### config.mk
export PLATFORM = sky130hd
export DESIGN_NAME = mem_access_unit_flat
export DESIGN_NICKNAME = d
export VERILOG_FILES = /design/src/rtl/mem_access_unit_pkg.sv /design/src/rtl/mem_access_unit_if.sv /design/src/rtl/mem_access_unit_mem_op_decode.sv /design/src/rtl/mem_access_unit.sv /design/src/flat_wrapper.sv
export SDC_FILE = /design/constraint.sdc
export NUM_CORES = 1
export LEC_CHECK = 0
export BUFFER_PORTS_ARGS = -buffer_cell sky130_fd_sc_hd__buf_2
export CAP_MARGIN = 30
export CORE_MARGIN = 3
export CORE_UTILIZATION = 25
export DETAILED_ROUTE_END_ITERATION = 8
export SLEW_MARGIN = 0
export SYNTH_ARGS = -nofsm -noshare
export SYNTH_HDL_FRONTEND = slang
export SYNTH_SLANG_ARGS = --single-unit
### constraint.sdc
create_clock -name clk -period 15.4 [get_ports clk]
set_clock_uncertainty 0.2 [all_clocks]
set_input_delay 3.08 -clock clk [delete_from_list [all_inputs] [get_ports clk]]
set_output_delay 3.08 -clock clk [all_outputs]
set_load 0.005 [all_outputs]
### src/rtl/mem_access_unit_pkg.sv
// Shared constants and decode helper for the Y86 handshaked memory stage.
// Holds instruction codes, status codes, FSM encodings and the icode-to-access mapping.
package mem_access_unit_pkg;

    localparam int NIBBLE_W = 4;

    localparam logic [3:0] I_NOP    = 4'h1;
    localparam logic [3:0] I_RMMOVL = 4'h4;
    localparam logic [3:0] I_MRMOVL = 4'h5;
    localparam logic [3:0] I_CALL   = 4'h8;
    localparam logic [3:0] I_RET    = 4'h9;
    localparam logic [3:0] I_PUSHL  = 4'hA;
    localparam logic [3:0] I_POPL   = 4'hB;

    localparam logic [1:0] SAOK = 2'b01;
    localparam logic [1:0] SADR = 2'b10;

    localparam logic [1:0] ST_IDLE   = 2'b00;
    localparam logic [1:0] ST_REQ    = 2'b01;
    localparam logic [1:0] ST_WAIT_R = 2'b10;
    localparam logic [1:0] ST_DONE   = 2'b11;

    typedef enum logic [0:0] {ASEL_VALE = 1'b0, ASEL_VALA = 1'b1} addr_sel_e;
    typedef enum logic [0:0] {WSEL_VALA = 1'b0, WSEL_VALP = 1'b1} wdata_sel_e;

    typedef struct packed {
        logic       rd;
        logic       wr;
        addr_sel_e  asel;
        wdata_sel_e wsel;
    } mem_op_t;

    // Stack pops/returns address through valA; everything else addresses through valE.
    function automatic mem_op_t decode_icode(input logic [NIBBLE_W-1:0] icode);
        mem_op_t op;
        op = '{rd: 1'b0, wr: 1'b0, asel: ASEL_VALE, wsel: WSEL_VALA};
        case (icode)
            I_RMMOVL, I_PUSHL: op.wr = 1'b1;
            I_MRMOVL:          op.rd = 1'b1;
            I_CALL: begin
                op.wr   = 1'b1;
                op.wsel = WSEL_VALP;
            end
            I_RET, I_POPL: begin
                op.rd   = 1'b1;
                op.asel = ASEL_VALA;
            end
            default: op.rd = 1'b0;
        endcase
        return op;
    endfunction

endpackage

### src/rtl/mem_access_unit_if.sv
// Data-memory request port: req/gnt handshake for the command, rvalid for read data.
interface mem_access_unit_if #(
    parameter int DATA_W = 32,
    parameter int ADDR_W = 32
);
    logic              dmem_req;
    logic              dmem_we;
    logic [ADDR_W-1:0] dmem_addr;
    logic [DATA_W-1:0] dmem_wdata;
    logic              dmem_gnt;
    logic              dmem_rvalid;
    logic [DATA_W-1:0] dmem_rdata;

    modport master (
        output dmem_req, dmem_we, dmem_addr, dmem_wdata,
        input  dmem_gnt, dmem_rvalid, dmem_rdata
    );

    modport slave (
        input  dmem_req, dmem_we, dmem_addr, dmem_wdata,
        output dmem_gnt, dmem_rvalid, dmem_rdata
    );
endinterface

### src/rtl/mem_access_unit_mem_op_decode.sv
// Combinational icode decode: read/write enables plus selected address and write data.
module mem_op_decode
    import mem_access_unit_pkg::*;
#(
    parameter int DATA_W = 32
) (
    input  logic [NIBBLE_W-1:0] icode,
    input  logic [DATA_W-1:0]   val_a,
    input  logic [DATA_W-1:0]   val_p,
    input  logic [DATA_W-1:0]   val_e,
    output logic                rd,
    output logic                wr,
    output logic [DATA_W-1:0]   addr,
    output logic [DATA_W-1:0]   wdata
);
    mem_op_t op_s;

    // Map the instruction onto its memory access and operand selections.
    always_comb begin
        op_s = decode_icode(icode);
        rd   = op_s.rd;
        wr   = op_s.wr;
        if (op_s.asel == ASEL_VALA) begin
            addr = val_a;
        end else begin
            addr = val_e;
        end
        if (op_s.wsel == WSEL_VALP) begin
            wdata = val_p;
        end else begin
            wdata = val_a;
        end
    end
endmodule

### src/rtl/mem_access_unit.sv
// Multi-cycle Y86 memory stage: accepts from execute, runs one req/gnt/rvalid access,
// and holds the result for write-back; faults bad addresses and stalled buses as SADR.
module mem_access_unit
    import mem_access_unit_pkg::*;
#(
    parameter int DATA_W    = 32,
    parameter int ADDR_W    = 32,
    parameter int MEM_BYTES = 4096,
    parameter int TIMEOUT   = 255
) (
    input  logic                clk,
    input  logic                rst,
    input  logic                in_valid,
    output logic                in_ready,
    input  logic [NIBBLE_W-1:0] icode_i,
    input  logic [DATA_W-1:0]   valA_i,
    input  logic [DATA_W-1:0]   valP_i,
    input  logic [DATA_W-1:0]   valE_i,
    mem_access_unit_if.master   dmem,
    output logic                out_valid,
    input  logic                out_ready,
    output logic [NIBBLE_W-1:0] icode_o,
    output logic [DATA_W-1:0]   valE_o,
    output logic [DATA_W-1:0]   valM_o,
    output logic [1:0]          stat_o,
    output logic                stall_o
);
    localparam int BYTES   = DATA_W / 8;
    localparam int ALIGN_W = $clog2(BYTES);
    localparam int CNT_W   = ($clog2(TIMEOUT + 1) > 8) ? $clog2(TIMEOUT + 1) : 8;
    localparam logic [DATA_W-1:0] LAST_ADDR = DATA_W'(MEM_BYTES - BYTES);
    localparam logic [CNT_W-1:0]  CNT_LAST  = CNT_W'(TIMEOUT - 1);

    logic [1:0]          state_r, state_nxt_s;
    logic [CNT_W-1:0]    cnt_r, cnt_nxt_s;
    logic                req_r, req_nxt_s, we_r, we_nxt_s;
    logic                out_valid_r, out_valid_nxt_s;
    logic [DATA_W-1:0]   addr_r, addr_nxt_s, wdata_r, wdata_nxt_s;
    logic [DATA_W-1:0]   vale_r, vale_nxt_s, valm_r, valm_nxt_s;
    logic [NIBBLE_W-1:0] icode_r, icode_nxt_s;
    logic [1:0]          stat_r, stat_nxt_s;
    logic                dec_rd_s, dec_wr_s, access_s, fault_s, accept_s;
    logic                finish_s, expire_s;
    logic [DATA_W-1:0]   dec_addr_s, dec_wdata_s;

    mem_op_decode #(.DATA_W(DATA_W)) u_decode (
        .icode (icode_i),
        .val_a (valA_i),
        .val_p (valP_i),
        .val_e (valE_i),
        .rd    (dec_rd_s),
        .wr    (dec_wr_s),
        .addr  (dec_addr_s),
        .wdata (dec_wdata_s)
    );

    // Unsigned compare against the last whole word, so addresses near 2^DATA_W fault too.
    assign access_s = dec_rd_s | dec_wr_s;
    assign fault_s  = (dec_addr_s[ALIGN_W-1:0] != '0) || (dec_addr_s > LAST_ADDR);
    assign in_ready = (state_r == ST_IDLE) || ((state_r == ST_DONE) && out_ready);
    assign accept_s = in_valid && in_ready;
    assign stall_o  = ~in_ready;

    // Next-state logic for the access FSM, timeout counter and result registers.
    always_comb begin
        state_nxt_s     = state_r;
        cnt_nxt_s       = cnt_r;
        req_nxt_s       = req_r;
        we_nxt_s        = we_r;
        addr_nxt_s      = addr_r;
        wdata_nxt_s     = wdata_r;
        icode_nxt_s     = icode_r;
        vale_nxt_s      = vale_r;
        valm_nxt_s      = valm_r;
        stat_nxt_s      = stat_r;
        out_valid_nxt_s = out_valid_r;
        finish_s        = 1'b0;
        expire_s        = 1'b0;
        case (state_r)
            ST_REQ: begin
                if (dmem.dmem_gnt && (we_r || dmem.dmem_rvalid)) begin
                    finish_s = 1'b1;
                end else if (cnt_r == CNT_LAST) begin
                    expire_s = 1'b1;
                end else if (dmem.dmem_gnt) begin
                    state_nxt_s = ST_WAIT_R;
                    req_nxt_s   = 1'b0;
                end else begin
                    req_nxt_s = 1'b1;
                end
            end
            ST_WAIT_R: begin
                if (dmem.dmem_rvalid) begin
                    finish_s = 1'b1;
                end else if (cnt_r == CNT_LAST) begin
                    expire_s = 1'b1;
                end else begin
                    req_nxt_s = 1'b0;
                end
            end
            ST_DONE: begin
                if (out_ready) begin
                    state_nxt_s     = ST_IDLE;
                    out_valid_nxt_s = 1'b0;
                end else begin
                    out_valid_nxt_s = 1'b1;
                end
            end
            ST_IDLE: out_valid_nxt_s = 1'b0;
            default: begin
                state_nxt_s     = ST_IDLE;
                req_nxt_s       = 1'b0;
                out_valid_nxt_s = 1'b0;
            end
        endcase

        // A fresh accept overrides the DONE->IDLE step so back-to-back ops need no bubble.
        if (accept_s) begin
            icode_nxt_s = icode_i;
            vale_nxt_s  = valE_i;
            addr_nxt_s  = dec_addr_s;
            wdata_nxt_s = dec_wdata_s;
            we_nxt_s    = dec_wr_s && !fault_s;
            cnt_nxt_s   = '0;
            valm_nxt_s  = '0;
            if (access_s && !fault_s) begin
                state_nxt_s     = ST_REQ;
                req_nxt_s       = 1'b1;
                out_valid_nxt_s = 1'b0;
                stat_nxt_s      = SAOK;
            end else if (access_s) begin
                state_nxt_s     = ST_DONE;
                req_nxt_s       = 1'b0;
                out_valid_nxt_s = 1'b1;
                stat_nxt_s      = SADR;
            end else begin
                state_nxt_s     = ST_DONE;
                req_nxt_s       = 1'b0;
                out_valid_nxt_s = 1'b1;
                stat_nxt_s      = SAOK;
            end
        end else if (finish_s || expire_s) begin
            state_nxt_s     = ST_DONE;
            req_nxt_s       = 1'b0;
            out_valid_nxt_s = 1'b1;
            if (expire_s) begin
                stat_nxt_s = SADR;
                valm_nxt_s = '0;
            end else if (we_r) begin
                stat_nxt_s = SAOK;
                valm_nxt_s = '0;
            end else begin
                stat_nxt_s = SAOK;
                valm_nxt_s = dmem.dmem_rdata;
            end
        end else if ((state_r == ST_REQ) || (state_r == ST_WAIT_R)) begin
            cnt_nxt_s = cnt_r + CNT_W'(1);
        end else begin
            cnt_nxt_s = cnt_r;
        end
    end

    // State and output registers; reset drops any in-flight access immediately.
    always_ff @(posedge clk or posedge rst) begin
        if (rst) begin
            state_r     <= ST_IDLE;
            cnt_r       <= '0;
            req_r       <= 1'b0;
            we_r        <= 1'b0;
            addr_r      <= '0;
            wdata_r     <= '0;
            icode_r     <= I_NOP;
            vale_r      <= '0;
            valm_r      <= '0;
            stat_r      <= SAOK;
            out_valid_r <= 1'b0;
        end else begin
            state_r     <= state_nxt_s;
            cnt_r       <= cnt_nxt_s;
            req_r       <= req_nxt_s;
            we_r        <= we_nxt_s;
            addr_r      <= addr_nxt_s;
            wdata_r     <= wdata_nxt_s;
            icode_r     <= icode_nxt_s;
            vale_r      <= vale_nxt_s;
            valm_r      <= valm_nxt_s;
            stat_r      <= stat_nxt_s;
            out_valid_r <= out_valid_nxt_s;
        end
    end

    assign dmem.dmem_req   = req_r;
    assign dmem.dmem_we    = we_r;
    assign dmem.dmem_addr  = addr_r[ADDR_W-1:0];
    assign dmem.dmem_wdata = wdata_r;
    assign out_valid       = out_valid_r;
    assign icode_o         = icode_r;
    assign valE_o          = vale_r;
    assign valM_o          = valm_r;
    assign stat_o          = stat_r;
endmodule

### src/flat_wrapper.sv
// flat-port wrapper written by rule: the top's interface ports become plain ports
module mem_access_unit_flat import mem_access_unit_pkg::*;
#(
    parameter int DATA_W    = 32,
    parameter int ADDR_W    = 32,
    parameter int MEM_BYTES = 4096,
    parameter int TIMEOUT   = 255
)
  (clk, rst, in_valid, in_ready, icode_i, valA_i, valP_i, valE_i, out_valid, out_ready, icode_o, valE_o, valM_o, stat_o, stall_o, dmem_dmem_req, dmem_dmem_we, dmem_dmem_addr, dmem_dmem_wdata, dmem_dmem_gnt, dmem_dmem_rvalid, dmem_dmem_rdata);
  mem_access_unit_if #(.DATA_W(DATA_W), .ADDR_W(ADDR_W)) dmem_i ();
  input  logic clk;
  input  logic rst;
  input  logic in_valid;
  output logic in_ready;
  input  logic [NIBBLE_W-1:0] icode_i;
  input  logic [DATA_W-1:0] valA_i;
  input  logic [DATA_W-1:0] valP_i;
  input  logic [DATA_W-1:0] valE_i;
  output logic out_valid;
  input  logic out_ready;
  output logic [NIBBLE_W-1:0] icode_o;
  output logic [DATA_W-1:0] valE_o;
  output logic [DATA_W-1:0] valM_o;
  output logic [1:0] stat_o;
  output logic stall_o;
  output wire logic [$bits(dmem_i.dmem_req)-1:0] dmem_dmem_req;
  output wire logic [$bits(dmem_i.dmem_we)-1:0] dmem_dmem_we;
  output wire logic [$bits(dmem_i.dmem_addr)-1:0] dmem_dmem_addr;
  output wire logic [$bits(dmem_i.dmem_wdata)-1:0] dmem_dmem_wdata;
  input wire logic [$bits(dmem_i.dmem_gnt)-1:0] dmem_dmem_gnt;
  input wire logic [$bits(dmem_i.dmem_rvalid)-1:0] dmem_dmem_rvalid;
  input wire logic [$bits(dmem_i.dmem_rdata)-1:0] dmem_dmem_rdata;
  assign dmem_dmem_req = dmem_i.dmem_req;
  assign dmem_dmem_we = dmem_i.dmem_we;
  assign dmem_dmem_addr = dmem_i.dmem_addr;
  assign dmem_dmem_wdata = dmem_i.dmem_wdata;
  assign dmem_i.dmem_gnt = dmem_dmem_gnt;
  assign dmem_i.dmem_rvalid = dmem_dmem_rvalid;
  assign dmem_i.dmem_rdata = dmem_dmem_rdata;
  mem_access_unit #(.DATA_W(DATA_W), .ADDR_W(ADDR_W), .MEM_BYTES(MEM_BYTES), .TIMEOUT(TIMEOUT)) u_core (.clk(clk), .rst(rst), .in_valid(in_valid), .in_ready(in_ready), .icode_i(icode_i), .valA_i(valA_i), .valP_i(valP_i), .valE_i(valE_i), .dmem(dmem_i), .out_valid(out_valid), .out_ready(out_ready), .icode_o(icode_o), .valE_o(valE_o), .valM_o(valM_o), .stat_o(stat_o), .stall_o(stall_o));
endmodule
==> summary.txt, run 1 <==
Timing
  • Fin Setup TNS: 0 ns
  • Worst-Margin Slew: around 0.87 ns
  • Min Tclk post-route: around 6.9 ns
  • Slew HR: 0.419
  • Fin. max-slew vios: 0
  • Maximum clock rate: around 150 MHz
  • Final WS setup: 8.55 ns
  • Hold_ws: 0.270 ns
  • RSZ-0062 raised after global routing: false
  • Final Hold Viols: 0
  • Final setup fails: 0
  • Final period utilization: 0.445

Yosys
  • Synth Area per Inst: 10.3 sq um
  • Area share of the largest cell type after synthesis: 0.557
  • Syn nets: 778
  • Dominant cells by area after synthesis: dfrtp_1 (56%), nand2_1 (10%), mux2i_1 (10%), o21ai_0 (5.1%), a22o_1 (4.0%)
  • Area of the mapped netlist: 6520 sq um
  • Most frequent cells after synthesis: nand2_1 (179), dfrtp_1 (145), mux2i_1 (66), o21ai_0 (66), a22o_1 (30)
  • Synth Flop Type: dfrtp_1
  • Cell count after synthesis: 633
  • Yosys reg bits: 147
  • FFs w/ async S/R, synth: 1.00
  • EDFF count, synth: 0
  • Synth unique cells: 43
  • Sequential area share after synthesis: 0.565
  • Most frequent cell after synthesis: nand2_1
  • Cell taking the most area after synthesis: dfrtp_1
  • Synthesis Warnings: 0

Setup path
  • Max incr delay on CP: 0.22 ns
  • Crit-path cells: buf_2 -> a21o_1 -> inv_1 -> buf_2
  • Crit path max fanout: 5
  • Slowest CP cell: a21o_1
  • Data arrival time of the worst path: 3.57 ns
  • Most common cell on crit path: buf_2
  • Worst Path Required: 12.12 ns
  • Setup CP Type: in2out
  • Crit. End Element: primary output
  • Critical Path Source Type: primary input

Clock tree
  • CTS tree: yes
  • Clock Tree Root: clkbuf_16
  • Number of H-tree levels: 4
  • CTS Hold Bufs: 0
  • CTS-repair resized insts: 0
  • Clk Latency, worst-skew pair: between 0.4 and 0.5 ns
  • Worst-path clk slew: 0.06 ns
  • Post-CTS setup buffer count: 0
  • TritonCTS Sinks: roughly 150
  • Longest Clk Path Bufs: 2
  • Total CTS buffers: 17

Layout
  • Layout area overhead: 35.3%
  • Layout cells sized above 1: 0.362
  • Final Util: 0.347
  • Fin nets: roughly 1.0k

Placement
  • Hpwl dp: 16100 microns
  • Port Buf Inserts: 276
  • Placer congestion estimate: about 0.8
  • Dpl ws: 8.54 ns

Pwr
  • Sequential Power Share: 0.391
  • Worst IR Drop VDD: around 0.000061 V
  • Sw Pwr: a little over 0.0006 W
  • Leak Pwr: 4.67 nW
  • Design Power: 0.00166 W
  • Switching share of power: 0.368
  • Comb pwr share: 0.356
  • Clock power share: 0.253
  • Power Density: about 190 nW/um^2
  • Int Power: ~0.0010 W

Route
  • Drt pass-1 iters: 5
  • Antenna Nets Post-Route: 0
  • Via-per-instance ratio: roughly 4.5
  • Residual DRC: 0
  • Vias: about 5.6k
  • Wire length per cell: around 18 microns
  • 1st-iter DRT viols: approximately 270
  • Final WL: between 20000 and 25000 microns

Floorplan
  • Initial core utilization: 0.257
  • Core ar.: between 20000 and 30000 sq um
  • IO Count: ~280
  • Die span in x: approximately 170 microns
  • Die Ht: 167 microns
  • Rows: 58
  • Die area: 28000 sq um

GRT
  • First-pass GRT wire length: between 30000 and 40000 microns
  • Vias in the first global route: 5800
  • Largest net degree at the start of global routing: just under 100
  • Initial antenna violation count: 2
  • Global Route Usage Sum: 0.157
  • GR Overflow Total: 0

Job
  • Max Cap Violations: 0

Worst hold path
  • Hold crit path type: reg2reg

Run status
  • Status: finished, final reports clean
[metal layers]
layer	wire (microns)	track usage	share of wire	vias up
met4	596	0.0516	0.027	2
met1	9440	0.194	0.43	2687
met5	13	0	0.00059	-
met2	10600	0.262	0.48	191
li1	-	-	-	2711
met3	1500	0.0508	0.068	36
[worst paths after layout]
kind / start / to / slack, ns / cells after the start
hold reg to reg: u_core.valE_o[14]$_DFFE_PP0P_ / u_core.valE_o[14]$_DFFE_PP0P_ / 0.27 / 2
hold / removal: u_core.valE_o[14]$_DFFE_PP0P_ / u_core.valE_o[14]$_DFFE_PP0P_ / 0.27 / 2
max in group asynchronous: rst / u_core.dmem.dmem_addr[10]$_DFFE_PP0P_ / 11.03 / 3
setup reg to reg: u_core.state_r[0]$_DFFE_PP0P_ / u_core.dmem.dmem_addr[27]$_DFFE_PP0P_ / 12.43 / 6
min in group asynchronous: rst / u_core.valM_o[19]$_DFFE_PP0P_ / 2.62 / 2
setup / recovery: out_ready / stall_o / 8.55 / 4
[flip-flops by register name, summed over array words and instances (netlist names)]
name and count:
u_core.dmem.dmem_we 1, u_core.stat_o 2, u_core.valM_o 32, u_core.cnt_r 8, u_core.state_r 2, u_core.dmem.dmem_wdata 32, u_core.icode_o 4, u_core.out_valid 1
u_core.dmem.dmem_addr 32, u_core.dmem.dmem_req 1, u_core.valE_o 32
[worst max-delay path: cells and delay by family]
kind	cells	cell delay, ns
buf+inv	3	0.28
compound gates	1	0.22
[layout make-up]
class	count	area, sq um
fill	2650	16600
sequential	147	3680
multi-input combinational	438	2640
timing repair buffer	283	1450
clock buffer	17	425
tap	330	413
clock inverter	15	161
inverter	10	42.5
antenna	1	2.50
[power by group through the flow]
| stage | clock (W) | sequential, W | combinational (W) |
|---|---|---|---|
| 2_1_floorplan | 0 | 0.000667 | 0.000295 |
| 3_3_place_gp | 0 | 0.000651 | 0.000582 |
| 3_5_place_dp | 0 | 0.000654 | 0.000603 |
| 4_1_cts | 0.000436 | 0.000650 | 0.000604 |
| 5_1_grt | 0.000453 | 0.000674 | 0.000667 |
| 6_report | 0.000420 | 0.000648 | 0.000589 |
[stage by stage]
stage | area, sq um | cells
6_report | 8820 | 1241
3_3_place_gp | 8200 | 1207
3_5_place_dp | 8230 | 1208
2_1_floorplan | 6520 | 633
4_1_cts | 8820 | 1240
5_1_grt | 8820 | 1241
[cells by family (layout without fill, tap and decap cells)]
| kind of cell | count (synthesis) | count (layout) | share of synthesized area |
|---|---|---|---|
| xor+xnor | 7 | 7 | 0.00941 |
| other cells | 0 | 1 | 0 |
| buf+inv | 48 | 325 | 0.0340 |
| mux | 68 | 68 | 0.105 |
| fa+ha+maj | 7 | 7 | 0.0134 |
| compound gates | 126 | 126 | 0.125 |
| simple gates | 230 | 230 | 0.149 |
| flops | 147 | 147 | 0.565 |
[cells in the final DEF, fill, tap and decap left out, types with 11 or more instances in the layout]
cell,instances
a22o_1,30
a21oi_1,11
dfrtp_1,145
buf_2,276
nand2_1,178
clkbuf_16,17
o21ai_0,66
mux2i_1,66
nor4_1,11
nor2_1,14
Note: power is estimated with default switching activity, not from simulation.
==> run 2: changes to the inputs <==
ABC_AREA = 1   (was default)
clock period = 6.5 ns   (was 15.4 ns; I/O delays follow)
==> summary.txt, run 2 <==
Clock tree
  • Worst-path clk slew: 0.07 ns
  • Post-CTS setup buffer count: 0
  • Total CTS buffers: 17
  • CTS Hold Bufs: 0
  • Clk Latency, worst-skew pair: around 0.42 ns
  • Number of H-tree levels: 4
  • Longest Clk Path Bufs: 2
  • CTS-repair resized insts: 0
  • CTS tree: yes
  • Clock Tree Root: clkbuf_16
  • TritonCTS Sinks: around 150

Run status
  • Status: finished, final reports clean

Setup path
  • Worst Path Required: around 6.6 ns
  • Data arrival time of the worst path: between 4 and 5 ns
  • Crit-path cells: buf_2 -> o21ai_0 -> o22ai_1 -> nand2_1 -> inv_1 -> nor2_2 -> o21ai_0 -> nand3_1 -> nand2_1
  • Delay-heaviest family, CP: simple AND/OR/NAND/NOR gates
  • RR Endpoint: u_core.out_valid$_DFFE_PP0P_
  • Max incr delay on CP: between 0.7 and 0.8 ns
  • FF-to-FF setup slack: 2.94 ns
  • Critical Path Source Type: primary input
  • CP Buf/Inv Count: 2
  • Crit path max fanout: 30
  • R2r startpoint: u_core.state_r[1]$_DFFE_PP0P_
  • Setup CP Type: in2reg
  • Crit. End Element: flop
  • Slowest CP cell: nand2_1
  • R2R depth: 10

Worst hold path
  • Hold crit path type: reg2reg
  • Hold_sp: u_core.icode_o[0]$_DFFE_PP1P_
  • Hold path depth: 2
  • Sink of the worst hold path: u_core.icode_o[0]$_DFFE_PP1P_

Yosys
  • Post-Synth Simple-Gate Area: 0.240
  • Synth Flop Type: dfrtp_1
  • FFs w/ async S/R, synth: 1.00
  • Syn nets: a little under 1k
  • Synth Area per Inst: roughly 8 sq um
  • Synthesis Warnings: 0
  • Synth Area in Adders: 0.0130
  • Dominant cells by area after synthesis: dfrtp_1 (54%), nand2_1 (14%), o21ai_0 (6.9%), nand3_1 (4.6%), nor2_1 (3.7%)
  • Synth Area in XOR/XNOR: 0.00389
  • Sequential area share after synthesis: 0.544
  • Synth Area in Compound Gates: 0.136
  • Area of the mapped netlist: a little under 7000 sq um
  • Cell taking the most area after synthesis: dfrtp_1
  • Most frequent cell after synthesis: nand2_1
  • Cell count after synthesis: approximately 800
  • Most frequent cells after synthesis: nand2_1 (244), dfrtp_1 (145), o21ai_0 (93)
  • Largest family of logic cells by synthesized area: simple AND/OR/NAND/NOR gates
  • Yosys reg bits: 147
  • EDFF count, synth: 0
  • Multiplexer share of the synthesized area: 0
  • Synth unique cells: 31
  • Area share of the largest cell type after synthesis: 0.537

Route
  • 1st-iter DRT viols: roughly 390
  • Final WL: roughly 23000 microns
  • Via-per-instance ratio: between 4 and 5
  • Residual DRC: 0
  • Drt pass-1 iters: 5
  • Antenna Nets Post-Route: 0
  • Vias: roughly 6.6k
  • Wire length per cell: between 15 and 20 microns

Layout
  • Layout cells sized above 1: 0.303
  • Fin nets: roughly 1.2k
  • Design Area, Final: about 9000 sq um
  • Final Util: 0.341
  • Commonest non-fill, non-tap cell in the layout: buf_2
  • Most frequent cells in the layout: buf_2 (276), nand2_1 (244), dfrtp_1 (145)
  • Layout area overhead: 33.0%

GRT
  • Global Route Usage Sum: 0.160
  • Largest net degree at the start of global routing: 85
  • Vias in the first global route: about 6.5k
  • First-pass GRT wire length: between 30000 and 40000 microns
  • GR Overflow Total: 0
  • Initial antenna violation count: 4

Timing
  • Min Tclk post-route: between 4 and 5 ns
  • Final Hold Viols: 0
  • Fin Setup TNS: 0 ns
  • Final period utilization: 0.620
  • Hold_ws: between 0.2 and 0.3 ns
  • Fin. max-slew vios: 0
  • RSZ-0062 raised after global routing: false
  • Worst-Margin Slew: around 1 ns
  • Slew HR: 0.344
  • Maximum clock rate: around 250 MHz
  • Final setup fails: 0

Placement
  • Placed cell area: roughly 8400 sq um
  • Port Buf Inserts: approximately 280
  • Hpwl dp: 16900 microns
  • Placer congestion estimate: 0.817

Floorplan
  • IO Count: 277
  • Initial core utilization: 0.257
  • Die Ht: around 170 microns
  • Die span in x: approximately 170 microns
  • Core ar.: 26400 sq um
  • Die area: 29100 sq um
  • Rows: 59

Pwr
  • Power Density: ~450 nW/um^2
  • Leak Pwr: between 4 and 5 nW
  • Worst IR Drop VDD: 0.000210 V

Job
  • Max Cap Violations: 0
run 2: through the flow:
stage	setup slack, ns	cells	power, W
CTS	2.49	1421	0.00408
global route	2.16	1423	0.00436
finish	2.47	1423	0.00402
floorplan	1.05	823	0.00239
global placement	1.98	1386	0.00305
detailed placement	2.05	1389	0.00310
run 2: logic make-up (layout without fill, tap and decap cells):
group	count (synthesis)	in the layout
XOR/XNOR	3	3
buffers and inverters	98	361
adder cells (fa/ha/maj)	7	7
other	0	2
AND/OR/NAND/NOR	393	393
AO/OA/AOI/OAI	175	175
flip-flops	147	147
run 2: worst max path at each step:
stage	from	endpoint	slack (ns)	cells after the start
after global placement	dmem_dmem_rvalid	u_core.out_valid$_DFFE_PP0P_	1.98	9
after global routing	dmem_dmem_rvalid	u_core.out_valid$_DFFE_PP0P_	2.16	9
final	dmem_dmem_rvalid	u_core.out_valid$_DFFE_PP0P_	2.47	9
after detailed placement	dmem_dmem_rvalid	u_core.out_valid$_DFFE_PP0P_	2.05	9
after CTS	dmem_dmem_rvalid	u_core.out_valid$_DFFE_PP0P_	2.49	9
after floorplan	rst	u_core.cnt_r[0]$_DFFE_PP0P_	1.05	1
run 2: report_power, final:
group / switching (W) / internal (W) / total (W)
clock: 0.000454 / 0.000508 / 0.000963
combinational: 0.000872 / 0.000619 / 0.00149
sequential: 0.000227 / 0.00133 / 0.00156
total: 0.00155 / 0.00246 / 0.00402
run 2: worst min-delay path, stage by stage, from the launching register on:
cell	delay [ns]
dfstp_2	0.37
nand2_1	0.05
nand2_1	0.04
run 2: per-layer routing:
| layer | global-route usage | share of wire | wire, microns | up-vias |
|---|---|---|---|---|
| met2 | 0.264 | 0.48 | 11300 | 226 |
| met1 | 0.204 | 0.43 | 10200 | 3165 |
| met3 | 0.0395 | 0.057 | 1330 | 35 |
| met4 | 0.0596 | 0.025 | 585 | 4 |
| met5 | 0 | 0.00090 | 21 | - |
| li1 | - | - | - | 3190 |
run 2: layout make-up:
type	instances	area (sq um)
Inverter	46	180
Clock inverter	14	136
Sequential cell	147	3680
Multi-Input combinational cell	578	2660
Fill cell	2808	17400
Antenna cell	2	5.00
Timing Repair Buffer	283	1480
Tap cell	335	419
Clock buffer	18	429
==> run 3: changes to the inputs <==
clock period = 4.05 ns   (was 6.5 ns; I/O delays follow)
==> summary.txt, run 3 (synthesis gave the netlist of run 2 again) <==
Route
  • Drt pass-1 iters: 5
  • Antenna Nets Post-Route: 0
  • Vias: 6521
  • 1st-iter DRT viols: around 380
  • Wire length per cell: 16.5 microns
  • Final WL: between 20000 and 25000 microns
  • Residual DRC: 0
  • Via-per-instance ratio: approximately 4.6

Pwr
  • Power Density: roughly 720 nW/um^2
  • Leak Pwr: 4.73 nW
  • Design Power: 0.00641 W
  • Worst IR Drop VDD: 0.000278 V

Timing
  • Final Hold Viols: 0
  • Slew HR: 0.367
  • Fin Setup TNS: 0 ns
  • Maximum clock rate: 367 MHz
  • Fin. max-slew vios: 0
  • Hold_ws: between 0.2 and 0.3 ns
  • Final period utilization: 0.672
  • Worst-Margin Slew: approximately 0.95 ns
  • Final setup fails: 0
  • Min Tclk post-route: between 2 and 3 ns
  • RSZ-0062 raised after global routing: false

GRT
  • Vias in the first global route: 6307
  • GR Overflow Total: 0
  • Largest net degree at the start of global routing: about 120
  • First-pass GRT wire length: around 36000 microns
  • Initial antenna violation count: 1
  • Global Route Usage Sum: 0.157

Setup path
  • Crit-path cells: inv_1 -> ha_1 -> inv_1 -> nand2_1 -> inv_1 -> nor2_4 -> buf_4 -> o21a_1 -> nand3_2 -> nand3_1 -> nand2_1
  • Critical Path Source Type: flop
  • Data arrival time of the worst path: about 2.8 ns
  • FF-to-FF setup slack: roughly 1.3 ns
  • Crit path max fanout: between 80 and 90
  • Crit. End Element: flop
  • Setup CP Type: reg2reg
  • Max incr delay on CP: 0.66 ns
  • Delay-heaviest family, CP: buffers and inverters
  • CP Buf/Inv Count: 4
  • Slowest CP cell: buf_4
  • Most common cell on crit path: inv_1
  • Worst Path Required: around 4.2 ns

Clock tree
  • Clk Latency, worst-skew pair: around 0.41 ns
  • Post-CTS setup buffer count: 0
  • Number of H-tree levels: 4
  • Worst-path clk slew: about 0.06 ns
  • Total CTS buffers: 17
  • CTS Hold Bufs: 0
  • TritonCTS Sinks: 147
  • CTS-repair resized insts: 0
  • Longest Clk Path Bufs: 2
  • CTS tree: yes
  • Clock Tree Root: clkbuf_16

Layout
  • Fin nets: between 1k and 1.5k
  • Layout cells sized above 1: 0.305
  • N_diodes: 0
  • Most frequent cells in the layout: buf_2 (276), nand2_1 (244), dfrtp_1 (145)
  • Layout area overhead: 32.4%
  • Design Area, Final: 8950 sq um
  • Fillers: approximately 2.8k
  • Commonest non-fill, non-tap cell in the layout: buf_2
  • Final Util: 0.340

Floorplan
  • Die Ht: roughly 170 microns
  • Initial core utilization: 0.257
  • Rows: between 50 and 60
  • Core ar.: between 20000 and 30000 sq um
  • Die span in x: approximately 170 microns
  • Die area: 29100 sq um
  • IO Count: 277

Placement
  • Placed cell area: around 8400 sq um
  • Hpwl dp: ~17000 microns
  • Placer congestion estimate: between 0.8 and 0.9
  • Port Buf Inserts: between 200 and 300

Worst hold path
  • Hold crit path type: reg2reg

Run status
  • Status: finished, final reports clean

Job
  • Max Cap Violations: 0
-- run 3: path summary, 6_finish.rpt --
kind	start	end	cells past startpoint
min	u_core.icode_o[0]$_DFFE_PP1P_	u_core.icode_o[0]$_DFFE_PP1P_	2
min in group asynchronous	rst	u_core.valM_o[10]$_DFFE_PP0P_	2
max	u_core.state_r[0]$_DFFE_PP0P_	u_core.out_valid$_DFFE_PP0P_	11
max reg2reg	u_core.state_r[0]$_DFFE_PP0P_	u_core.out_valid$_DFFE_PP0P_	11
max in group asynchronous	rst	u_core.dmem.dmem_addr[13]$_DFFE_PP0P_	3
min reg2reg	u_core.icode_o[0]$_DFFE_PP1P_	u_core.icode_o[0]$_DFFE_PP1P_	2
-- run 3: cell type report --
cell class | count | area, sq um | share of cell area
clock buffer | 18 | 429 | 0.0479
clock inverter | 14 | 116 | 0.0130
inverter | 46 | 179 | 0.0200
multi-input combinational | 578 | 2660 | 0.297
sequential | 147 | 3680 | 0.411
tap | 335 | 419 | 0.0468
timing repair buffer | 286 | 1470 | 0.164
-- run 3: tightest hold or removal path: stages (launching register included) --
cell and delay [ns]:
dfstp_2 0.37, nand2_1 0.05, nand2_1 0.04
-- run 3: per-layer routing --
metal	vias to the layer above	global-route usage	wire length, microns
met2	224	0.262	11300
met5	-	0	13
met3	19	0.0379	1510
li1	3195	-	-
met1	3081	0.206	10300
met4	2	0.0416	278
-- run 3: power by group --
group / internal, W / switching [W] / total (W)
clock network: 0.000802 / 0.000703 / 0.00150
registers: 0.00214 / 0.000364 / 0.00251
logic: 0.000990 / 0.00141 / 0.00240
total: 0.00393 / 0.00248 / 0.00641
-- run 3: metrics by stage --
step,setup WS [ns],instances
6_report,1.33,1424
5_1_grt,1.10,1424
4_1_cts,1.31,1424
3_5_place_dp,1.03,1392
3_3_place_gp,1.05,1392
2_1_floorplan,1.19,823
